$ cat src/rtl/firebird7_in_gate1_tessent_data_mux_ctrl_pkg.sv
// Shared types and constants for the firebird7_in gate1 IJTAG data mux controller.
package firebird7_in_gate1_tessent_data_mux_ctrl_pkg;

    // Mux data path width; the select request sits just above the data bits.
    localparam int DATA_WIDTH     = 19;
    localparam int REQ_BIT        = DATA_WIDTH;
    localparam int SETTLE_DEFAULT = 4;

    // Settle sequencer states.
    typedef enum logic [1:0] {
        ST_IDLE    = 2'd0,
        ST_SETUP   = 2'd1,
        ST_ACTIVE  = 2'd2,
        ST_RELEASE = 2'd3
    } state_e;

    // Counter width able to hold the settle count.
    function automatic int cnt_width(input int settle);
        return $clog2(settle + 1);
    endfunction

endpackage

$ cat src/rtl/firebird7_in_gate1_tessent_tdr_shadow.sv
// Capture/shift/update register pair of the mux-control TDR.
// sr[WIDTH] carries the select request, sr[WIDTH-1:0] the override data.
module firebird7_in_gate1_tessent_tdr_shadow
    import firebird7_in_gate1_tessent_data_mux_ctrl_pkg::*;
#(
    parameter int WIDTH = DATA_WIDTH
) (
    input  logic             clk,
    input  logic             rst,
    input  logic             sel,
    input  logic             ce,
    input  logic             se,
    input  logic             ue,
    input  logic             si,
    input  logic             cap_req,
    input  logic [WIDTH-1:0] cap_data,
    output logic             so,
    output logic [WIDTH-1:0] shadow_data,
    output logic             req
);

    logic [WIDTH:0]   sr_r;
    logic [WIDTH-1:0] shadow_r;
    logic             req_r;

    // Shift register and shadow; update always commits the pre-edge shift value.
    always_ff @(posedge clk) begin
        if (rst) begin
            sr_r     <= {(WIDTH+1){1'b0}};
            shadow_r <= {WIDTH{1'b0}};
            req_r    <= 1'b0;
        end else if (sel) begin
            if (ce) begin
                sr_r <= {cap_req, cap_data};
            end else if (se) begin
                sr_r <= {si, sr_r[WIDTH:1]};
            end else begin
                sr_r <= sr_r;
            end
            if (ue) begin
                shadow_r <= sr_r[WIDTH-1:0];
                req_r    <= sr_r[WIDTH];
            end else begin
                shadow_r <= shadow_r;
                req_r    <= req_r;
            end
        end else begin
            sr_r     <= sr_r;
            shadow_r <= shadow_r;
            req_r    <= req_r;
        end
    end

    assign so          = sr_r[0];
    assign shadow_data = shadow_r;
    assign req         = req_r;

endmodule

$ cat src/rtl/firebird7_in_gate1_tessent_data_mux_ctrl_w19.sv
// IJTAG TDR controller for the gate1 19-bit data mux: the shadow holds the
// override data and select request, and a settle sequencer only asserts or
// releases the mux select after the data has been stable for SETTLE_CYCLES.
module firebird7_in_gate1_tessent_data_mux_ctrl_w19
    import firebird7_in_gate1_tessent_data_mux_ctrl_pkg::*;
#(
    parameter int WIDTH         = DATA_WIDTH,
    parameter int SETTLE_CYCLES = SETTLE_DEFAULT
) (
    input  logic             ijtag_tck,
    input  logic             ijtag_reset,
    input  logic             ijtag_sel,
    input  logic             ijtag_ce,
    input  logic             ijtag_se,
    input  logic             ijtag_ue,
    input  logic             ijtag_si,
    output logic             ijtag_so,
    input  logic [WIDTH-1:0] functional_data_in,
    output logic [WIDTH-1:0] ijtag_data_out,
    output logic             ijtag_select,
    output logic             busy
);

    localparam int              CNT_W    = cnt_width(SETTLE_CYCLES);
    localparam logic [CNT_W-1:0] CNT_LOAD = CNT_W'(SETTLE_CYCLES - 1);
    localparam logic [CNT_W-1:0] CNT_ZERO = CNT_W'(0);
    localparam logic [CNT_W-1:0] CNT_ONE  = CNT_W'(1);

    logic [WIDTH-1:0] shadow_data_s;
    logic             req_s;
    state_e           state_r;
    state_e           state_next_s;
    logic [CNT_W-1:0] cnt_r;
    logic [CNT_W-1:0] cnt_next_s;
    logic             select_r;
    logic             busy_r;
    logic [WIDTH-1:0] data_out_r;

    firebird7_in_gate1_tessent_tdr_shadow #(
        .WIDTH (WIDTH)
    ) u_tdr (
        .clk         (ijtag_tck),
        .rst         (ijtag_reset),
        .sel         (ijtag_sel),
        .ce          (ijtag_ce),
        .se          (ijtag_se),
        .ue          (ijtag_ue),
        .si          (ijtag_si),
        .cap_req     (select_r),
        .cap_data    (functional_data_in),
        .so          (ijtag_so),
        .shadow_data (shadow_data_s),
        .req         (req_s)
    );

    // Next-state and settle-counter logic of the select sequencer.
    always_comb begin
        state_next_s = state_r;
        cnt_next_s   = cnt_r;
        case (state_r)
            ST_IDLE: begin
                if (req_s) begin
                    state_next_s = ST_SETUP;
                    cnt_next_s   = CNT_LOAD;
                end else begin
                    state_next_s = ST_IDLE;
                end
            end
            ST_SETUP: begin
                // A dropped request aborts before select is ever asserted.
                if (!req_s) begin
                    state_next_s = ST_IDLE;
                end else if (cnt_r == CNT_ZERO) begin
                    state_next_s = ST_ACTIVE;
                end else begin
                    cnt_next_s = cnt_r - CNT_ONE;
                end
            end
            ST_ACTIVE: begin
                if (!req_s) begin
                    state_next_s = ST_RELEASE;
                    cnt_next_s   = CNT_LOAD;
                end else begin
                    state_next_s = ST_ACTIVE;
                end
            end
            ST_RELEASE: begin
                // Release always completes so the mux sees a full settle window.
                if (cnt_r == CNT_ZERO) begin
                    if (req_s) begin
                        state_next_s = ST_SETUP;
                        cnt_next_s   = CNT_LOAD;
                    end else begin
                        state_next_s = ST_IDLE;
                    end
                end else begin
                    cnt_next_s = cnt_r - CNT_ONE;
                end
            end
            default: begin
                state_next_s = ST_IDLE;
                cnt_next_s   = CNT_ZERO;
            end
        endcase
    end

    // State, counter and registered output decodes (decoded from next state so
    // select and busy change in the same cycle as the state without glitches).
    always_ff @(posedge ijtag_tck) begin
        if (ijtag_reset) begin
            state_r    <= ST_IDLE;
            cnt_r      <= CNT_ZERO;
            select_r   <= 1'b0;
            busy_r     <= 1'b0;
            data_out_r <= {WIDTH{1'b0}};
        end else begin
            state_r    <= state_next_s;
            cnt_r      <= cnt_next_s;
            select_r   <= (state_next_s == ST_ACTIVE);
            busy_r     <= (state_next_s == ST_SETUP) || (state_next_s == ST_RELEASE);
            data_out_r <= shadow_data_s;
        end
    end

    assign ijtag_select   = select_r;
    assign busy           = busy_r;
    assign ijtag_data_out = data_out_r;

endmodule

$ cat config.mk
export PLATFORM = sky130hd
export DESIGN_NAME = firebird7_in_gate1_tessent_data_mux_ctrl_w19
export DESIGN_NICKNAME = d
export VERILOG_FILES = /design/src/rtl/firebird7_in_gate1_tessent_data_mux_ctrl_pkg.sv /design/src/rtl/firebird7_in_gate1_tessent_tdr_shadow.sv /design/src/rtl/firebird7_in_gate1_tessent_data_mux_ctrl_w19.sv
export SDC_FILE = /design/constraint.sdc
export NUM_CORES = 1
export LEC_CHECK = 0
export CAP_MARGIN = 20
export CORE_MARGIN = 10
export CORE_UTILIZATION = 25
export CTS_CLUSTER_SIZE = 20
export DETAILED_ROUTE_END_ITERATION = 8
export PLACE_DENSITY_LB_ADDON = 0.3
export RECOVER_POWER = 100
export SYNTH_ARGS = -nofsm -noshare
export SYNTH_HDL_FRONTEND = slang
export SYNTH_SLANG_ARGS = --single-unit
$ cat constraint.sdc
create_clock -name ijtag_tck -period 2.9 [get_ports ijtag_tck]
set_clock_uncertainty 0.1 [all_clocks]
set_input_delay 0.435 -clock ijtag_tck [delete_from_list [all_inputs] [get_ports ijtag_tck]]
set_output_delay 0.435 -clock ijtag_tck [all_outputs]
set_load 0.05 [all_outputs]
==> results.tsv <==
metric	value	unit
Avg WL per Cell	12.4	um
Synth Cell Area	0.00247	mm2
Net Sw Frac	22.0	%
outcome	finished clean	
Detail Route Antenna Nets	0	
Mean Syn Cell Area	9.40	um2
Post-CTS Hold Fix Bufs	0	
cell taking the most area after synthesis	dfxtp_1	
RSZ-0062 raised after global routing	false	
Fmax	0.460	GHz
sequential share of the synthesized area	53.5	%
CP arrival	2.26	ns
initial DRC count	95	
Crit Path Category	primary input to flip-flop	
maximum clock path buffer count	2	
area delta synth->final	32.9	%
CTS tree	done	
area of the die	0.0143	mm2
global-route wire length before repair	9040	um
commonest non-fill, non-tap cells in the layout	66 x dfxtp_1, 43 x nand2_1, 25 x a21oi_1	
Data required, critical path	2.99	ns
DRC Markers	0	
fraction of layout cells with a size suffix above 1	8.33	%
Setup Buffers After CTS	0	
Comb pwr share	8.8	%
max-slew violation count	0	
n_diodes	0	
total number of H-tree levels	3	
Max-Cap Viols	0	
Post-Syn Nets	291	
detailed-placement wirelength estimate	3740	um
clk root buf	clkbuf_8	
Final Setup Violations	0	
Distinct cells, synth	32	
largest net degree at the start of global routing	41	
Internal	0.00164	W
Synth area leaders	dfxtp_1 53%, mux2i_1 8.1%, nand2_1 6.5%	
worst-margin pin slew	1.30	ns
latest clock arrival within the worst-skew pair	0.33	ns
Syn Inst Count	263	
r2r endpoint	cnt_r[2]$_SDFFE_PP0P_	
Hold Vio Cnt, Final	0	
TritonCTS Buffers	9	
Hold Crit Start	u_tdr.shadow_data[2]$_SDFFE_PP0P_	
Core ar.	0.00968	mm2
worst vdd ir	0.278	mV
Worst R2R Path Depth	6	
NetSw	0.000463	W
Worst Path Max Fanout	38	
hold path endpoint	u_tdr.shadow_data[2]$_SDFFE_PP0P_	
Final min period	2.18	ns
Setup crit end kind	flip-flop	
DIE WIDTH	119	um
GPL Wtd Cong	0.707	
Synth Register Bits	66	
Resized cells post-CTS	0	
Initial Utilization	25.5	%
total number of vias	1846	
Total Wirelength	5500	um
# rows	36	
CP Launch Type	primary input	
Warnings, synthesis	0	
Global Route Usage Sum	7.91	%
Ports	48	
setup tns final	0	ns
CTS clk-pin slew, worst paths	0.07	ns
Reg2Reg Setup Slack	1.29	ns
fin crit share	75.0	%
hold path depth	2	
vias in the first global route	1832	
clock power share	45.4	%
Slew headroom	13.1	%
gr ovfl total	0	
Leak	1.28	nW
Vias/cell	4.15	
drt pass-1 iters	4	
TritonCTS Sinks	66	
worst r2r src	cnt_r[0]$_SDFFE_PP0P_	
nets@finish	335	
hold crit path type	flip-flop to flip-flop	
Synth top area share	53.5	%
Die Span Y	119	um
Flop pwr share	45.8	%
initial antenna violation count	0	
hold_ws	0.351	ns
Port Buffers	47	
commonest non-fill, non-tap cell in the layout	dfxtp_1	
pwr/cell area	641	mW/mm2
synthesized netlist by cell type:
library cell   n
a211oi_1      21
a211oi_2       2
a21boi_1       1
a21o_1         1
a21oi_1       25
a311oi_1       1
and2_1         1
and3_1         1
and3b_4        1
and4_4         1
buf_1          3
buf_2          3
buf_6          1
clkbuf_1       9
clkbuf_4       2
dfxtp_1       66
ha_1           2
inv_1          5
mux2i_1       20
nand2_1       43
nand2_2        1
nand2b_1       1
nand3b_1       1
nor2_1        22
nor2_2         2
nor2_4         1
nor2b_1       19
nor3_1         1
nor3b_1        1
nor4_1         2
o21a_1         2
o21ai_0        1
stage by stage:
step	setup WS, ns	instances	power (W)	area (um2)	utilization [%]
3_3_place_gp	0.990	429	0.00118	3060	31.6
4_1_cts	0.821	445	0.00214	3310	34.2
3_5_place_dp	0.973	429	0.00118	3060	31.6
2_1_floorplan	1.54	263	0.00110	2470	-
5_1_grt	0.507	445	0.00219	3280	33.9
6_report	0.725	445	0.00210	3280	33.9
power groups by stage:
stage | Sequential [W] | Clock, W | Combinational [W]
after global placement | 0.000985 | 0 | 0.000191
after CTS | 0.000964 | 0.000983 | 0.000194
after global routing | 0.000969 | 0.00102 | 0.000206
after detailed placement | 0.000985 | 0 | 0.000193
final | 0.000964 | 0.000956 | 0.000184
after floorplan | 0.000999 | 0 | 0.000104
how the worst max path moves through the flow:
stage,startpoint,endpoint,slack (ns),cells past startpoint
after floorplan,cnt_r[0]$_SDFFE_PP0P_,cnt_r[2]$_SDFFE_PP0P_,1.54,6
after global placement,ijtag_sel,u_tdr.shadow_data[5]$_SDFFE_PP0P_,0.99,4
after detailed placement,ijtag_sel,u_tdr.shadow_data[5]$_SDFFE_PP0P_,0.97,4
after CTS,u_tdr.sr_r[0]$_SDFFE_PP0P_,ijtag_so,0.82,1
after global routing,ijtag_reset,u_tdr.sr_r[3]$_SDFFE_PP0P_,0.51,3
final,ijtag_reset,ijtag_data_out[10]$_SDFF_PP0_,0.72,3
final cells by class:
class / count / area (um2)
fill: 999 / 6400
sequential: 66 / 1320
multi-input combinational: 174 / 1040
timing repair buffer: 51 / 489
tap: 133 / 166
clock buffer: 11 / 151
clock inverter: 5 / 100
inverter: 5 / 18.8
routing by layer:
| metal | track usage, % | vias to the layer above | share of wire, % |
|---|---|---|---|
| met1 | 9.81 | 823 | 48 |
| met4 | 3.39 | 0 | 0.98 |
| met3 | 3.45 | 6 | 6.9 |
| met2 | 11.7 | 39 | 44 |
| met5 | 0 | - | 0 |
| li1 | - | 978 | - |
kinds of logic after synthesis:
kind of cell | Yosys count | share of synthesized area (%)
multiplexers | 20 | 8.10
adder cells (fa/ha/maj) | 2 | 1.01
flip-flops | 66 | 53.5
AO/OA/AOI/OAI | 54 | 14.2
AND/OR/NAND/NOR | 98 | 18.9
buffers and inverters | 23 | 4.25
state kept, by name, indices dropped and copies added (netlist names):
name	flops
busy	1
ijtag_select	1
u_tdr.sr_r	20
state_r	2
u_tdr.shadow_data	19
ijtag_data_out	19
cnt_r	3
u_tdr.req	1
critical path, cell delays in order:
cell and delay, ns:
clkbuf_1 0.93, clkbuf_2 0.77, nor2b_1 0.12
(Power assumes the default switching activity.)
